===== src/rtl/io_response_collector.sv =====
// io_response_collector: gathers per-peripheral ack/read data into one CPU
// data-master completion, answers unclaimed I/O accesses with DEFAULT_DATA
// and forces completion with bus_error on timeout or multi-select.
// Ports: clk, reset_n (async, active low); CPU side d_io, data_m_access,
// data_m_wr_en, data_m_addr -> data_m_ack, data_m_data_in; peripheral side
// periph_sel, periph_ack, periph_data; status bus_error, err_addr, err_count.
// Optional error log (err_addr/err_count) enabled by macro IO_ERROR_LOG_EN.
module io_response_collector #(
    parameter int          NUM_PERIPH     = 13,
    parameter int          TIMEOUT_CYCLES = 255,
    parameter logic [15:0] DEFAULT_DATA   = 16'hFFFF
) (
    input  logic                     clk,
    input  logic                     reset_n,
    input  logic                     d_io,
    input  logic                     data_m_access,
    input  logic                     data_m_wr_en,
    input  logic [18:0]              data_m_addr,
    input  logic [NUM_PERIPH-1:0]    periph_sel,
    input  logic [NUM_PERIPH-1:0]    periph_ack,
    input  logic [16*NUM_PERIPH-1:0] periph_data,
    output logic                     data_m_ack,
    output logic [15:0]              data_m_data_in,
    output logic                     bus_error,
    output logic [18:0]              err_addr,
    output logic [7:0]               err_count
);

    localparam int          LW = (NUM_PERIPH > 1) ? $clog2(NUM_PERIPH) : 1;
    localparam logic [15:0] TO = 16'(TIMEOUT_CYCLES);

    typedef enum logic [2:0] {
        S_IDLE,
        S_WAIT,
        S_DEFAULT,
        S_ERROR,
        S_DONE
    } state_t;

    state_t        state_q, state_d;
    logic [LW-1:0] lane_q, lane_d;
    logic          wr_q, wr_d;
    logic [15:0]   cnt_q, cnt_d;
    logic          ack_q, ack_d;
    logic [15:0]   data_q, data_d;
    logic          berr_q, berr_d;

    logic          access_act;
    logic          sel_seen;
    logic          sel_multi;
    logic [LW-1:0] sel_idx;
    logic          lane_ack;
    logic [15:0]   lane_data;

    assign access_act = d_io & data_m_access;

    // Select decode: index of the claimed lane, plus none/multiple flags.
    always_comb begin
        sel_seen  = 1'b0;
        sel_multi = 1'b0;
        sel_idx   = '0;
        for (int i = 0; i < NUM_PERIPH; i++) begin
            if (periph_sel[i]) begin
                if (sel_seen) begin
                    sel_multi = 1'b1;
                end
                sel_seen = 1'b1;
                sel_idx  = LW'(i);
            end
        end
    end

    // Only the latched lane is observed; acks on other lanes are ignored.
    always_comb begin
        lane_ack  = 1'b0;
        lane_data = '0;
        for (int i = 0; i < NUM_PERIPH; i++) begin
            if (LW'(i) == lane_q) begin
                lane_ack  = periph_ack[i];
                lane_data = periph_data[i*16 +: 16];
            end
        end
    end

    always_comb begin
        state_d = state_q;
        lane_d  = lane_q;
        wr_d    = wr_q;
        cnt_d   = cnt_q;
        ack_d   = 1'b0;
        berr_d  = 1'b0;
        data_d  = data_q;
        unique case (state_q)
            S_IDLE: begin
                if (access_act) begin
                    wr_d   = data_m_wr_en;
                    cnt_d  = 16'd1;
                    lane_d = sel_idx;
                    if (sel_multi) begin
                        state_d = S_ERROR;
                    end else if (!sel_seen) begin
                        state_d = S_DEFAULT;
                    end else begin
                        state_d = S_WAIT;
                    end
                end
            end
            S_WAIT: begin
                if (!data_m_access) begin
                    // CPU abandoned the access: leave silently.
                    state_d = S_IDLE;
                end else if (lane_ack) begin
                    // Ack beats the timeout when both land together.
                    ack_d   = 1'b1;
                    data_d  = wr_q ? 16'h0000 : lane_data;
                    state_d = S_DONE;
                end else if (cnt_q >= TO) begin
                    state_d = S_ERROR;
                end else begin
                    cnt_d = cnt_q + 16'd1;
                end
            end
            S_DEFAULT: begin
                ack_d   = 1'b1;
                data_d  = wr_q ? 16'h0000 : DEFAULT_DATA;
                state_d = S_DONE;
            end
            S_ERROR: begin
                ack_d   = 1'b1;
                berr_d  = 1'b1;
                data_d  = wr_q ? 16'h0000 : DEFAULT_DATA;
                state_d = S_DONE;
            end
            S_DONE: begin
                // One dead cycle so a still-high access is not re-accepted.
                state_d = S_IDLE;
            end
            default: begin
                state_d = S_IDLE;
            end
        endcase
    end

    always_ff @(posedge clk or negedge reset_n) begin
        if (!reset_n) begin
            state_q <= S_IDLE;
            lane_q  <= '0;
            wr_q    <= 1'b0;
            cnt_q   <= '0;
            ack_q   <= 1'b0;
            data_q  <= '0;
            berr_q  <= 1'b0;
        end else begin
            state_q <= state_d;
            lane_q  <= lane_d;
            wr_q    <= wr_d;
            cnt_q   <= cnt_d;
            ack_q   <= ack_d;
            data_q  <= data_d;
            berr_q  <= berr_d;
        end
    end

    assign data_m_ack     = ack_q;
    assign data_m_data_in = data_q;
    assign bus_error      = berr_q;

`ifdef IO_ERROR_LOG_EN
    logic [18:0] err_addr_q, err_addr_d;
    logic [7:0]  err_count_q, err_count_d;

    // The CPU holds its address until ack, so the live address in the
    // ERROR state still belongs to the failing access.
    always_comb begin
        err_addr_d  = err_addr_q;
        err_count_d = err_count_q;
        if (state_q == S_ERROR) begin
            err_addr_d = data_m_addr;
            if (err_count_q != 8'hFF) begin
                err_count_d = err_count_q + 8'd1;
            end
        end
    end

    always_ff @(posedge clk or negedge reset_n) begin
        if (!reset_n) begin
            err_addr_q  <= '0;
            err_count_q <= '0;
        end else begin
            err_addr_q  <= err_addr_d;
            err_count_q <= err_count_d;
        end
    end

    assign err_addr  = err_addr_q;
    assign err_count = err_count_q;
`else
    logic unused_addr;
    assign unused_addr = ^data_m_addr;
    assign err_addr    = '0;
    assign err_count   = '0;
`endif

endmodule


===== config.mk =====
export PLATFORM = sky130hd
export DESIGN_NAME = io_response_collector
export DESIGN_NICKNAME = d
export VERILOG_FILES = /design/src/rtl/io_response_collector.sv
export SDC_FILE = /design/constraint.sdc
export NUM_CORES = 1
export LEC_CHECK = 0
export ABC_AREA = 1
export CELL_PAD_IN_SITES_DETAIL_PLACEMENT = 1
export CELL_PAD_IN_SITES_GLOBAL_PLACEMENT = 1
export CORE_MARGIN = 1
export CORE_UTILIZATION = 23
export DETAILED_ROUTE_END_ITERATION = 8
export GPL_ROUTABILITY_DRIVEN = 1
export PLACE_DENSITY = 0.85
export SLEW_MARGIN = 20
export SYNTH_ARGS = -nofsm -noshare
export SYNTH_HDL_FRONTEND = slang
export SYNTH_SLANG_ARGS = --single-unit

===== constraint.sdc =====
create_clock -name clk -period 2.6 [get_ports clk]
set_input_delay 0.65 -clock clk [delete_from_list [all_inputs] [get_ports clk]]
set_output_delay 0.65 -clock clk [all_outputs]
set_load 0.01 [all_outputs]

---- Yosys cells after proc, flatten, opt, wreduce, memory -nomap -nowiden ----
Cells that the tools add are included.
storage, ports and cells
  register bits ........................... 42
  input bits .............................. 258
  output and inout bits ................... 45
  word-level logic and storage cells ...... 136
operators by class
  add/sub/neg operators ................... 1
  order comparisons ....................... 1
  eq/ne operators ......................... 21
  mux-type cells .......................... 96
  bitwise gates (word level) .............. 1
  reductions and logical operators ........ 9
operators by type and width
  cell                   count
  $mux 16                21
  $pmux 16 s2            2
  $mux 1                 54
  $mux 4                 11
  $eq 4x4->1 const A     5
  $add 16x1->16 const B  1
  $eq 3x4->1 const A     4
  $ge 16x8->1 const B    1
  $mux 3                 4
  $ne 2x2->1 const B     5
  $pmux 3 s3             1
  $eq 2x4->1 const A     2
  $eq 3x2->1 const B     2
  $reduce_and 5->1       1
  $eq 1x4->1 const A     1
  $logic_not 4->1        1
  $mux 2                 2
  $ne 4x4->1 const B     1
  $reduce_and 2->1       2
  $reduce_bool 2->1      2
  $eq 3x1->1 const B     1
  $logic_not 3->1        1
  $reduce_and 3->1       1
  $pmux 1 s2             1
  other kinds (2)        2

---- Depth between registers and ports, before layout ----
  depth after elaboration ................. 28
  mapped depth ............................ 17
  gate-level depth less buffers ........... 17

---- Worst setup path after synthesis ----
OpenSTA, ideal clock, no wires.
  kind .................................... register -> register
  start ................................... reg lane_q[0]
  end ..................................... reg data_q[8] (netlist: data_m_data_in[8])
  data arrival time ....................... 1.694 ns
  required time ........................... 2.483 ns
  slack ................................... 0.789 ns
  stages on the path, launching flop included .. 14
  buffers on the path ..................... 1
  clock period less this slack ............ 1.811 ns
  cells stage by stage .................... dfrtp_1 -> inv_1 -> nand2_1 -> nor2_2 -> a21oi_1 -> nand4_1 -> nand2_1 -> nand4_1 -> nand2_1 -> nand2_2 -> nand2_4 -> buf_4 -> nand3_1 -> nand2_1
between the ends
  cells in the longest elaborated chain, start to end .. 18
RTL lines
  item                      line  source
  start: declaration        41    logic [LW-1:0] lane_q, lane_d;
  start signal: assignment  155   lane_q <= lane_d;
  $logic_not 4->1           78    if (LW'(i) == lane_q) begin
  $mux 16 (13 in a row)     78
  $mux 16                   115   data_d = wr_q ? 16'h0000 : lane_data;
  $mux 16                   112   end else if (lane_ack) begin
  $mux 16                   109   if (!data_m_access) begin
  $pmux 16 s2               93    unique case (state_q)
  end signal: assignment    159   data_q <= data_d;
  end: declaration          45    logic [15:0] data_q, data_d;
Parallel ways exist; a longest one is shown, timed or not. The select of a mux whose other input is x is not followed.
A chain may end at the register's enable or synchronous reset.

---- Worst setup path after layout ----
  start ................................... reg lane_q[1]
  end ..................................... reg data_q[2] (netlist: data_m_data_in[2])
The elaborated chain is that of the path after synthesis.

==> flow_summary_export.csv <==
group,metric,value,unit
power,swShare,46.3,%
global_routing,grt_pass1_vias,6232,
logic_synthesis,synth_cell_type_count,35,
floorplan,start_util,23.4,%
power,p_int,0.00254,W
sta,setup_tns,0,ps
logic_synthesis,synth_warnings,0,
logic_synthesis,synthTopCellsByArea,"nand2_1 (27%), dfrtp_1 (23%), inv_1 (9.6%)",
worst_setup_path,crit_type,"reg2reg",
global_routing,grt.overflow.total,0,
worst_setup_path,reg2reg_slack,230,ps
sta,hold_ws,385,ps
sta,slew_viol_final,0,
finish,seq_area,1050,um2
clock_tree,cts_resized,0,
finish,layout-drive-gt1-share,7.27,%
outcome,outcome,"completed",
floorplan,die_x,143,um
logic_synthesis,syn-instance-count,825,
power,seqPwrFrac,20.4,%
logic_synthesis,ys_seq_area_share,23.1,%
clock_tree,clkSinkCount,42,
routing,vias,6032,
power,p_per_area,624,nW/um2
sta,hold_viol_final,0,
global_routing,grt_pass1_wl,33000,um
finish,fin_area,7580,um2
routing,firstDrtPassIters,6,
worst_setup_path,crit_end,"data_m_data_in[2]",
worst_setup_path,worstPathRequired,2730,ps
clock_tree,path_clk_slew,60,ps
logic_synthesis,synth_top_family_by_area,"simple AND/OR/NAND/NOR gates",
logic_synthesis,yosysMostFrequentCell,"nand2_1",
power,clockPowerShare,14.8,%
logic_synthesis,syn_avg_cell_area,5.51,um2
worst_setup_path,cp_slowest_cell,"dfrtp_1",
worst_setup_path,crit_path_start_kind,"register",
global_routing,track_usage,21.3,%
logic_synthesis,synth_top_area_share,26.5,%
clock_tree,clockBufferDepth,2,
clock_tree,htree_levels,2,
routing,wl_per_cell,16.4,um
clock_tree,cts_root_buf,"clkbuf_16",
job,maxCapViolCount,0,
logic_synthesis,yosys.area_share.simple,53.3,%
sta,worst_pin_slew,640,ps
sta,rsz0062_at_grt,"no",
routing,drt-vias-per-instance,4.45,
sta,period_needed,2370,ps
logic_synthesis,ys_ff_latch,42,
sta,setup_viol_count_final,0,
logic_synthesis,syn_area,4540,um2
sta,fmax,0.422,GHz
sta,relSlewSlack,57.3,%
routing,wl,22300,um
floorplan,dieArea,20300,um2
placed_design,place_hpwl,18600,um
logic_synthesis,synth_edf_count,0,
floorplan,io_pins,303,
worst_setup_path,end_kind,"register",
finish,nets,1345,
routing,drt_iter0_drc,193,
global_routing,antenna_found_initial,5,
power,power.net_switching,0.00219,W
logic_synthesis,synth_compound_area_share,4.82,%
finish,multi_input_area,2800,um2
worst_setup_path,r2r-start,"lane_q[1]",
worst_setup_path,reg2regPathDepth,14,
sta,fin_crit_sh,91.2,%
worst_setup_path,r2r-end,"data_m_data_in[2]",
floorplan,die_h,143,um
logic_synthesis,ys_async_sr_fraction,100,%
clock_tree,clk-insertion-delay-late,280,ps
power,p_comb_share,64.8,%
placed_design,gp_congestion,0.874,
routing,ant_nets,0,
logic_synthesis,synth_common_cells,"nand2_1 (321), inv_1 (116), nor2_1 (77), nand3_1 (76), dfrtp_1 (42)",
clock_tree,cts_setup_buffers,0,
power,ir_drop,0.000441,V
global_routing,grt_max_degree,33,
clock_tree,cts_buffers,5,
routing,drcViolationCount,0,
worst_setup_path,crit_chain,"nor2_1, buf_4, nand2_2, inv_1, nand2_1, nand4_1, nand2_1, nand4_1, nand2_1, nand2_2, nand2_4, buf_4, nand3_1, nand3_1",
worst_setup_path,crit_top_cell,"nand2_1",
sta,clock_skew,8.31,ps
floorplan,rows,51,
clock_tree,postCtsHoldBufs,0,
placed_design,port-buffer-count,256,
power,p_leak,3.69,nW
finish,areaGrowthSynthToFinish,66.8,%
worst_setup_path,critPathMaxFanout,10,
worst_setup_path,crit_start,"lane_q[1]",
clock_tree,cts_tree,"done",
logic_synthesis,synthFlopType,"dfrtp_1",
logic_synthesis,synth-adder-area-share,0.275,%
worst_setup_path,worst_ep_arrival_time,2510,ps
placed_design,dpl_cell_area,7400,um2
logic_synthesis,synth_top_area_cell,"nand2_1",
finish,fin_util,39.1,%
finish,fillers,2592,
floorplan,fp.coreArea,19400,um2
min_path,hold_path.class,"in2async",
logic_synthesis,synth_xor_area_share,0.964,%
worst_setup_path,slowest_delay,420,ps
logic_synthesis,synth_mux_area_share,0,%
through the flow:
stage          total power, W  instances  setup WS (ps)
2_1_floorplan         0.00271        851            789
3_3_place_gp          0.00395       1344           19.3
3_5_place_dp          0.00404       1344          -23.7
4_1_cts               0.00477       1352            244
5_1_grt               0.00516       1356           15.9
6_report              0.00473       1356            228
routing by layer:
layer | part of all wire [%] | vias up | GRT usage [%] | wire (um)
met2 | 51 | 179 | 40.0 | 11300
met5 | 0.058 | - | 0 | 13
met4 | 1.9 | 2 | 5.83 | 424
met3 | 6.1 | 23 | 3.60 | 1360
met1 | 41 | 2812 | 24.7 | 9230
li1 | - | 3016 | - | -
power groups by stage:
stage               logic (W)  registers, W  clock network (W)
detailed placement    0.00306      0.000974                  0
global route          0.00344      0.000993           0.000733
finish                0.00306      0.000964           0.000700
CTS                   0.00309      0.000966           0.000711
global placement      0.00298      0.000970                  0
floorplan             0.00172      0.000997                  0
cells in the final DEF, fill, tap and decap left out, types with 3 or more instances in the layout:
cell / n
or2_2: 28
conb_1: 27
inv_2: 5
clkdlybuf4s50_1: 255
or2_0: 4
nor3_1: 5
nand4_1: 34
nand2_2: 4
buf_4: 28
clkbuf_16: 5
nand3_1: 76
nor2_1: 77
o21ai_0: 21
diode_2: 4
nor2_2: 3
xor2_1: 4
nand2_1: 321
inv_1: 116
dfrtp_1: 42
a21oi_1: 11
cells by family (layout without fill, tap and decap cells):
family                   Yosys count  count (layout)
flip-flops                        42              42
AO/OA/AOI/OAI                     40              40
XOR/XNOR                           5               5
adder cells (fa/ha/maj)            1               1
other                              1              31
buffers and inverters            177             413
AND/OR/NAND/NOR                  559             559
state kept, by name, summed over array words and instances, names as in the netlist:
signal / flops
data_m_data_in: 16
bus_error: 1
cnt_q: 16
wr_q: 1
lane_q: 4
state_q: 3
data_m_ack: 1
area by class of cell:
cell class              count  share of cell area (%)
multi-input cells         632                    36.9
repair buffers            284                    36.5
flip-flops and latches     42                    13.9
inverters                 121                    6.00
well taps                 265                    4.38
clock buffers               7                    1.75
clock inverters             1                   0.396
diodes                      4                   0.132
critical path, delay by kind of cell (launching register included):
family	cells	cell delay (ps)
flops	1	420
simple gates	11	1310
buf+inv	3	510
worst min path at each step:
stage / startpoint / end / slack (ps) / cells past startpoint
after floorplan: reset_n / bus_error / 350 / 0
after global placement: cnt_q[15] / cnt_q[15] / 480 / 2
after detailed placement: cnt_q[9] / cnt_q[9] / 490 / 2
after CTS: reset_n / state_q[0] / 400 / 1
after global routing: reset_n / data_m_data_in[5] / 430 / 1
final: reset_n / data_m_data_in[5] / 380 / 1
Power figures use the tool's default switching activity.
